File: config.mk
export PLATFORM = sky130hd
export DESIGN_NAME = ex_muldiv_ctrl
export DESIGN_NICKNAME = d
export VERILOG_FILES = /design/src/rtl/ex_muldiv_ctrl.sv
export SDC_FILE = /design/constraint.sdc
export NUM_CORES = 1
export LEC_CHECK = 0
export BUFFER_PORTS_ARGS = -buffer_cell sky130_fd_sc_hd__buf_2
export CORE_ASPECT_RATIO = 1.25
export CORE_MARGIN = 3
export CORE_UTILIZATION = 58
export DETAILED_ROUTE_END_ITERATION = 8
export HOLD_SLACK_MARGIN = 0.08
export PLACE_DENSITY = 0.73
export SYNTH_ARGS = -nofsm -noshare
export SYNTH_HDL_FRONTEND = slang
export SYNTH_SLANG_ARGS = --single-unit
File: constraint.sdc
create_clock -name clk -period 8.1 [get_ports clk]
set_input_delay 0 -clock clk [delete_from_list [all_inputs] [get_ports clk]]
set_output_delay 0 -clock clk [all_outputs]
set_load 0.05 [all_outputs]
File: src/rtl/ex_muldiv_ctrl.sv
// rtl/ex_muldiv_ctrl.sv - iterative RV32M multiply/divide sequencer with pipeline stall
module ex_muldiv_ctrl #(
    parameter int XLEN         = 32,
    parameter bit FAST_SPECIAL = 1'b1
) (
    input  logic            clk,
    input  logic            rst,
    input  logic            start,
    input  logic [2:0]      funct3,
    input  logic [XLEN-1:0] rs1_data,
    input  logic [XLEN-1:0] rs2_data,
    input  logic            kill,
    output logic            busy,
    output logic            stall,
    output logic            done,
    output logic [XLEN-1:0] result
);
    localparam int CW = $clog2(XLEN);

    typedef enum logic [1:0] {IDLE, CALC, DONE} state_t;

    state_t            state, state_nxt;
    logic [2:0]        op_r;
    logic [XLEN-1:0]   b_r, hi_r, lo_r, spec_r;
    logic              neg_r, special_r;
    logic [CW-1:0]     cnt_r;

    logic              accept;
    logic              sgn1, sgn2, neg1, neg2;
    logic [XLEN-1:0]   mag1, mag2;
    logic              div0, ovf, special, neg_in;
    logic [XLEN-1:0]   spec_val;

    logic [XLEN:0]     msum, dshift, ddiff;
    logic [XLEN-1:0]   hi_m, lo_m, hi_d, lo_d, hi_nxt, lo_nxt;
    logic [2*XLEN-1:0] prod_s;
    logic [XLEN-1:0]   quot_s, rem_s, final_val;

    assign accept = (state == IDLE) && start && !kill;

    // Operand conditioning at accept: sign handling, magnitudes and special-case detection
    always_comb begin
        sgn1     = (funct3 == 3'b001) || (funct3 == 3'b010) || (funct3 == 3'b100) || (funct3 == 3'b110);
        sgn2     = (funct3 == 3'b001) || (funct3 == 3'b100) || (funct3 == 3'b110);
        neg1     = sgn1 && rs1_data[XLEN-1];
        neg2     = sgn2 && rs2_data[XLEN-1];
        mag1     = neg1 ? -rs1_data : rs1_data;
        mag2     = neg2 ? -rs2_data : rs2_data;
        div0     = funct3[2] && (rs2_data == '0);
        ovf      = funct3[2] && !funct3[0] && (rs1_data == {1'b1, {(XLEN-1){1'b0}}}) && (&rs2_data);
        special  = div0 || ovf;
        // Remainder follows the dividend sign; product and quotient follow the sign xor
        neg_in   = (funct3[2] && funct3[1]) ? neg1 : (neg1 ^ neg2);
        if (div0)
            spec_val = funct3[1] ? rs1_data : '1;
        else
            spec_val = funct3[1] ? '0 : rs1_data;
    end

    // One shift-add or restoring-divide step on the shared hi/lo accumulator
    always_comb begin
        msum   = {1'b0, hi_r} + (lo_r[0] ? {1'b0, b_r} : '0);
        {hi_m, lo_m} = {msum, lo_r[XLEN-1:1]};
        dshift = {hi_r, lo_r[XLEN-1]};
        ddiff  = dshift - {1'b0, b_r};
        hi_d   = ddiff[XLEN] ? dshift[XLEN-1:0] : ddiff[XLEN-1:0];
        lo_d   = {lo_r[XLEN-2:0], ~ddiff[XLEN]};
        hi_nxt = op_r[2] ? hi_d : hi_m;
        lo_nxt = op_r[2] ? lo_d : lo_m;
        prod_s = neg_r ? -{hi_nxt, lo_nxt} : {hi_nxt, lo_nxt};
        quot_s = neg_r ? -lo_nxt : lo_nxt;
        rem_s  = neg_r ? -hi_nxt : hi_nxt;
        if (special_r)
            final_val = spec_r;
        else if (op_r[2])
            final_val = op_r[1] ? rem_s : quot_s;
        else if (op_r[1:0] == 2'b00)
            final_val = prod_s[XLEN-1:0];
        else
            final_val = prod_s[2*XLEN-1:XLEN];
    end

    // State register
    always_ff @(posedge clk) begin
        if (rst)
            state <= IDLE;
        else
            state <= state_nxt;
    end

    // Next-state logic; kill aborts from any state
    always_comb begin
        state_nxt = state;
        case (state)
            IDLE: if (accept) state_nxt = (special && FAST_SPECIAL) ? DONE : CALC;
            CALC: if (kill) state_nxt = IDLE;
                  else if (cnt_r == '0) state_nxt = DONE;
            DONE: state_nxt = IDLE;
            default: state_nxt = IDLE;
        endcase
    end

    // Status outputs; stall is held low during reset
    always_comb begin
        busy  = (state != IDLE);
        done  = (state == DONE);
        stall = !rst && (busy || accept);
    end

    // Datapath: latch operands at accept, iterate in CALC, write result on DONE entry
    always_ff @(posedge clk) begin
        if (rst) begin
            op_r      <= '0;
            b_r       <= '0;
            hi_r      <= '0;
            lo_r      <= '0;
            spec_r    <= '0;
            neg_r     <= 1'b0;
            special_r <= 1'b0;
            cnt_r     <= '0;
            result    <= '0;
        end else if (accept) begin
            op_r      <= funct3;
            b_r       <= funct3[2] ? mag2 : mag1;
            hi_r      <= '0;
            lo_r      <= funct3[2] ? mag1 : mag2;
            spec_r    <= spec_val;
            neg_r     <= neg_in;
            special_r <= special;
            cnt_r     <= CW'(XLEN - 1);
            if (special && FAST_SPECIAL)
                result <= spec_val;
        end else if (state == CALC && !kill) begin
            hi_r <= hi_nxt;
            lo_r <= lo_nxt;
            if (cnt_r == '0)
                result <= final_val;
            else
                cnt_r <= cnt_r - 1'b1;
        end
    end
endmodule

==> results.sh <==
export IMPL_worstHoldPathType="in2reg"
export IMPL_synth_nets=2830
export IMPL_numCtsBuffers=17
export IMPL_cts_sinks=172
export IMPL_grt_max_degree=157
export IMPL_min_period_ns=6.107
export IMPL_synthTopCellsByArea="dfxtp_1 (19%), a21oi_1 (7.2%), nand2_1 (7.2%), nor2_1 (7.1%), o21ai_0 (5.4%)"
export IMPL_firstDrtPassIters=6
export IMPL_final_cell_mix="nand2_1 (348), nor2_1 (342), a21oi_1 (262)"
export IMPL_tightestPinTransition_ns=1.089
export IMPL_syn_avg_cell_area_um2=6.739
export IMPL_max_cap_viol_count=0
export IMPL_min_path_cells=5
export IMPL_clkPwrFrac_pct=30.0
export IMPL_clock_latency_ns=0.47
export IMPL_hold_violations=0
export IMPL_track_usage_pct=44.81
export IMPL_cp_arrival_ns=6.48
export IMPL_maxSlewHeadroom_pct=27.25
export IMPL_final_area_mm2=0.01953
export IMPL_power_mw=2.963
export IMPL_tritoncts="yes"
export IMPL_antenna_found_initial=2
export IMPL_grt_pass1_vias=19760
export IMPL_cp_end_kind="register"
export IMPL_ys_warn_count=0
export IMPL_peakVddDrop_mv=0.1287
export IMPL_yosysUniqueCellTypes=89
export IMPL_num_rows=71
export IMPL_combPwrFrac_pct=38.7
export IMPL_min_to="lo_r[17]"
export IMPL_routed_via_density=6.830
export IMPL_outcome="finished, final reports clean"
export IMPL_synth_ff_type="dfxtp_1"
export IMPL_io_pins=106
export IMPL_ys_seq_area_share_pct=19.02
export IMPL_power_density_mw_per_mm2=151.7
export IMPL_die_x_um=164.0
export IMPL_ant_nets=0
export IMPL_sw_frac_of_total_pct=43.20
export IMPL_reg2reg_depth=22
export IMPL_setup_viol=0
export IMPL_via_count=21130
export IMPL_antenna_cells=0
export IMPL_io_buffer_count=105
export IMPL_core_mm2=0.03047
export IMPL_synth_top_area_share_pct=19.02
export IMPL_area_delta_synth_final_pct=7.915
export IMPL_synthArstFlopShare_pct=0
export IMPL_p_int_mw=1.683
export IMPL_place_hpwl_um=58050
export IMPL_timing_rr_end="result[20]"
export IMPL_finClkSkew_ns=0.02001
export IMPL_cts_root_buf="clkbuf_16"
export IMPL_netlist_instances=2686
export IMPL_cp_start_kind="register"
export IMPL_max_freq_ghz=0.1637
export IMPL_crit_required_ns=8.47
export IMPL_synth_area_mm2=0.01810
export IMPL_fin_crit_sh_pct=75.40
export IMPL_tns_ns=0
export IMPL_first_iter_violations=2322
export IMPL_grt_first_pass_wirelength_um=115500
export IMPL_worst_r2r_startpoint="lo_r[31]"
export IMPL_die_area_mm2=0.03338
export IMPL_avgRoutedWirePerCell_um=24.72
export IMPL_holdBufCountCts=23
export IMPL_cts_resized=0
export IMPL_gp_congestion=1.131
export IMPL_power_leakage_nw=7.476
export IMPL_ys_ff_latch=172
export IMPL_p_seq_share_pct=31.3
export IMPL_synth_edf_count=0
export IMPL_synth_largest_area_cell="dfxtp_1"
export IMPL_drt_wl_total_um=76470
export IMPL_critPathMaxFanout=8
export IMPL_drc_errors=0
export IMPL_cp_startpoint="lo_r[31]"
export IMPL_initial_core_util_pct=59.40
export IMPL_rrSetupSlack_ns=1.99
export IMPL_dieHeight_um=203.5
export IMPL_slew_viol_final=0
export IMPL_hp_start="rs2_data[17]"
export IMPL_ctsLongestPathBuffers=2
export IMPL_grt_overflow=0
export IMPL_final_common_cell="nand2_1"
export IMPL_h_tree_depth=4
export IMPL_place_area_mm2=0.01867
export IMPL_rsz0062_at_grt="no"
export IMPL_nets=2824
export IMPL_switchingPower_mw=1.280
export IMPL_path_class="reg2reg"
export IMPL_clk_pin_slew_ns=0.08
export IMPL_post_cts_setup_buffer_count=0
export IMPL_layout_drive_gt1_share_pct=8.763
[stage by stage]
stage               setup slack [ns]  util (%)  cells  hold slack [ns]
finish                         1.993     64.10   3094          0.09861
global route                   1.668     64.10   3094           0.1107
CTS                            2.129     64.10   3094          0.08652
detailed placement             2.158     61.28   3039           0.3690
global placement               2.275     61.28   3039           0.3555
floorplan                      2.336         -   2686           0.2340
[cell usage after synthesis (13+ instances only)]
master    instances
nor4_1           28
xor2_1           73
o21a_1           14
nor3_1           74
nor2_1          343
ha_1             71
clkbuf_1        143
nand2_1         348
o31ai_1          28
a21o_1           28
mux2_2           13
nor2b_1          28
a211oi_1         68
o21ai_0         197
nand2b_1         26
a311oi_1         15
o211ai_1         72
inv_1            79
a21oi_1         262
nand4_1          35
xnor2_1          91
or3_1            29
buf_1            21
mux2i_1          54
buf_2            13
a31oi_1          39
and2_1           41
nand3_1          56
dfxtp_1         172
[critical path, cell delays in order, from the launching register on]
cell,delay (ns)
dfxtp_1,0.42
inv_1,0.07
ha_1,0.20
fa_1,0.40
nand2b_1,0.20
a21o_1,0.20
o21a_1,0.24
o31ai_4,0.37
a31oi_2,0.32
nand2_2,0.24
nand2_1,0.08
a31oi_1,0.42
ha_1,0.32
inv_1,0.09
or3_1,0.37
a21o_1,0.22
a211oi_1,0.59
o21ai_0,0.22
o41ai_1,0.35
xnor2_1,0.12
o221ai_1,0.18
o2111ai_1,0.14
a311oi_1,0.25
[per-layer routing]
metal,wire (um),global-route usage [%]
met5,21,0
met4,7219,34.21
met3,7946,10.69
met2,33930,71.25
met1,27360,51.63
[logic make-up (layout without fill, tap and decap cells)]
logic type | after synthesis | after routing | synth area share, %
xor+xnor | 164 | 164 | 7.936
mux | 68 | 68 | 3.920
simple gates | 1071 | 1071 | 27.13
fa+ha+maj | 73 | 73 | 5.129
buf+inv | 267 | 274 | 5.924
compound gates | 871 | 871 | 30.94
flops | 172 | 172 | 19.02
[final cells by class]
class	instances	area, um^2
fill	2827	10940
multi-input combinational	2247	13630
timing repair buffer	162	1026
clock buffer	17	425.4
clock inverter	15	203.9
tap	401	501.7
sequential	172	3448
inverter	80	300.3
[worst max-delay path by stage]
stage / end / slack [ns] / cells after the start
after floorplan: result[18] / 2.34 / 24
after global placement: result[18] / 2.27 / 21
after detailed placement: result[18] / 2.16 / 21
after CTS: result[20] / 2.13 / 22
after global routing: result[20] / 1.67 / 22
final: result[20] / 1.99 / 22
[flip-flops by register name, indices dropped and copies added, names as in the netlist]
signal     cells
op_r           3
result        32
cnt_r          5
spec_r        32
special_r      1
b_r           32
hi_r          32
neg_r          1
lo_r          32
state          2
[power groups by stage]
stage	Sequential [mW]	Combinational (mW)	Clock [mW]
finish	0.928	1.15	0.887
global route	0.932	1.22	0.923
detailed placement	0.946	1.09	0
CTS	0.926	1.10	0.889
floorplan	0.942	0.759	0
global placement	0.944	1.08	0
No activity file was read; power rests on OpenSTA's default activity.
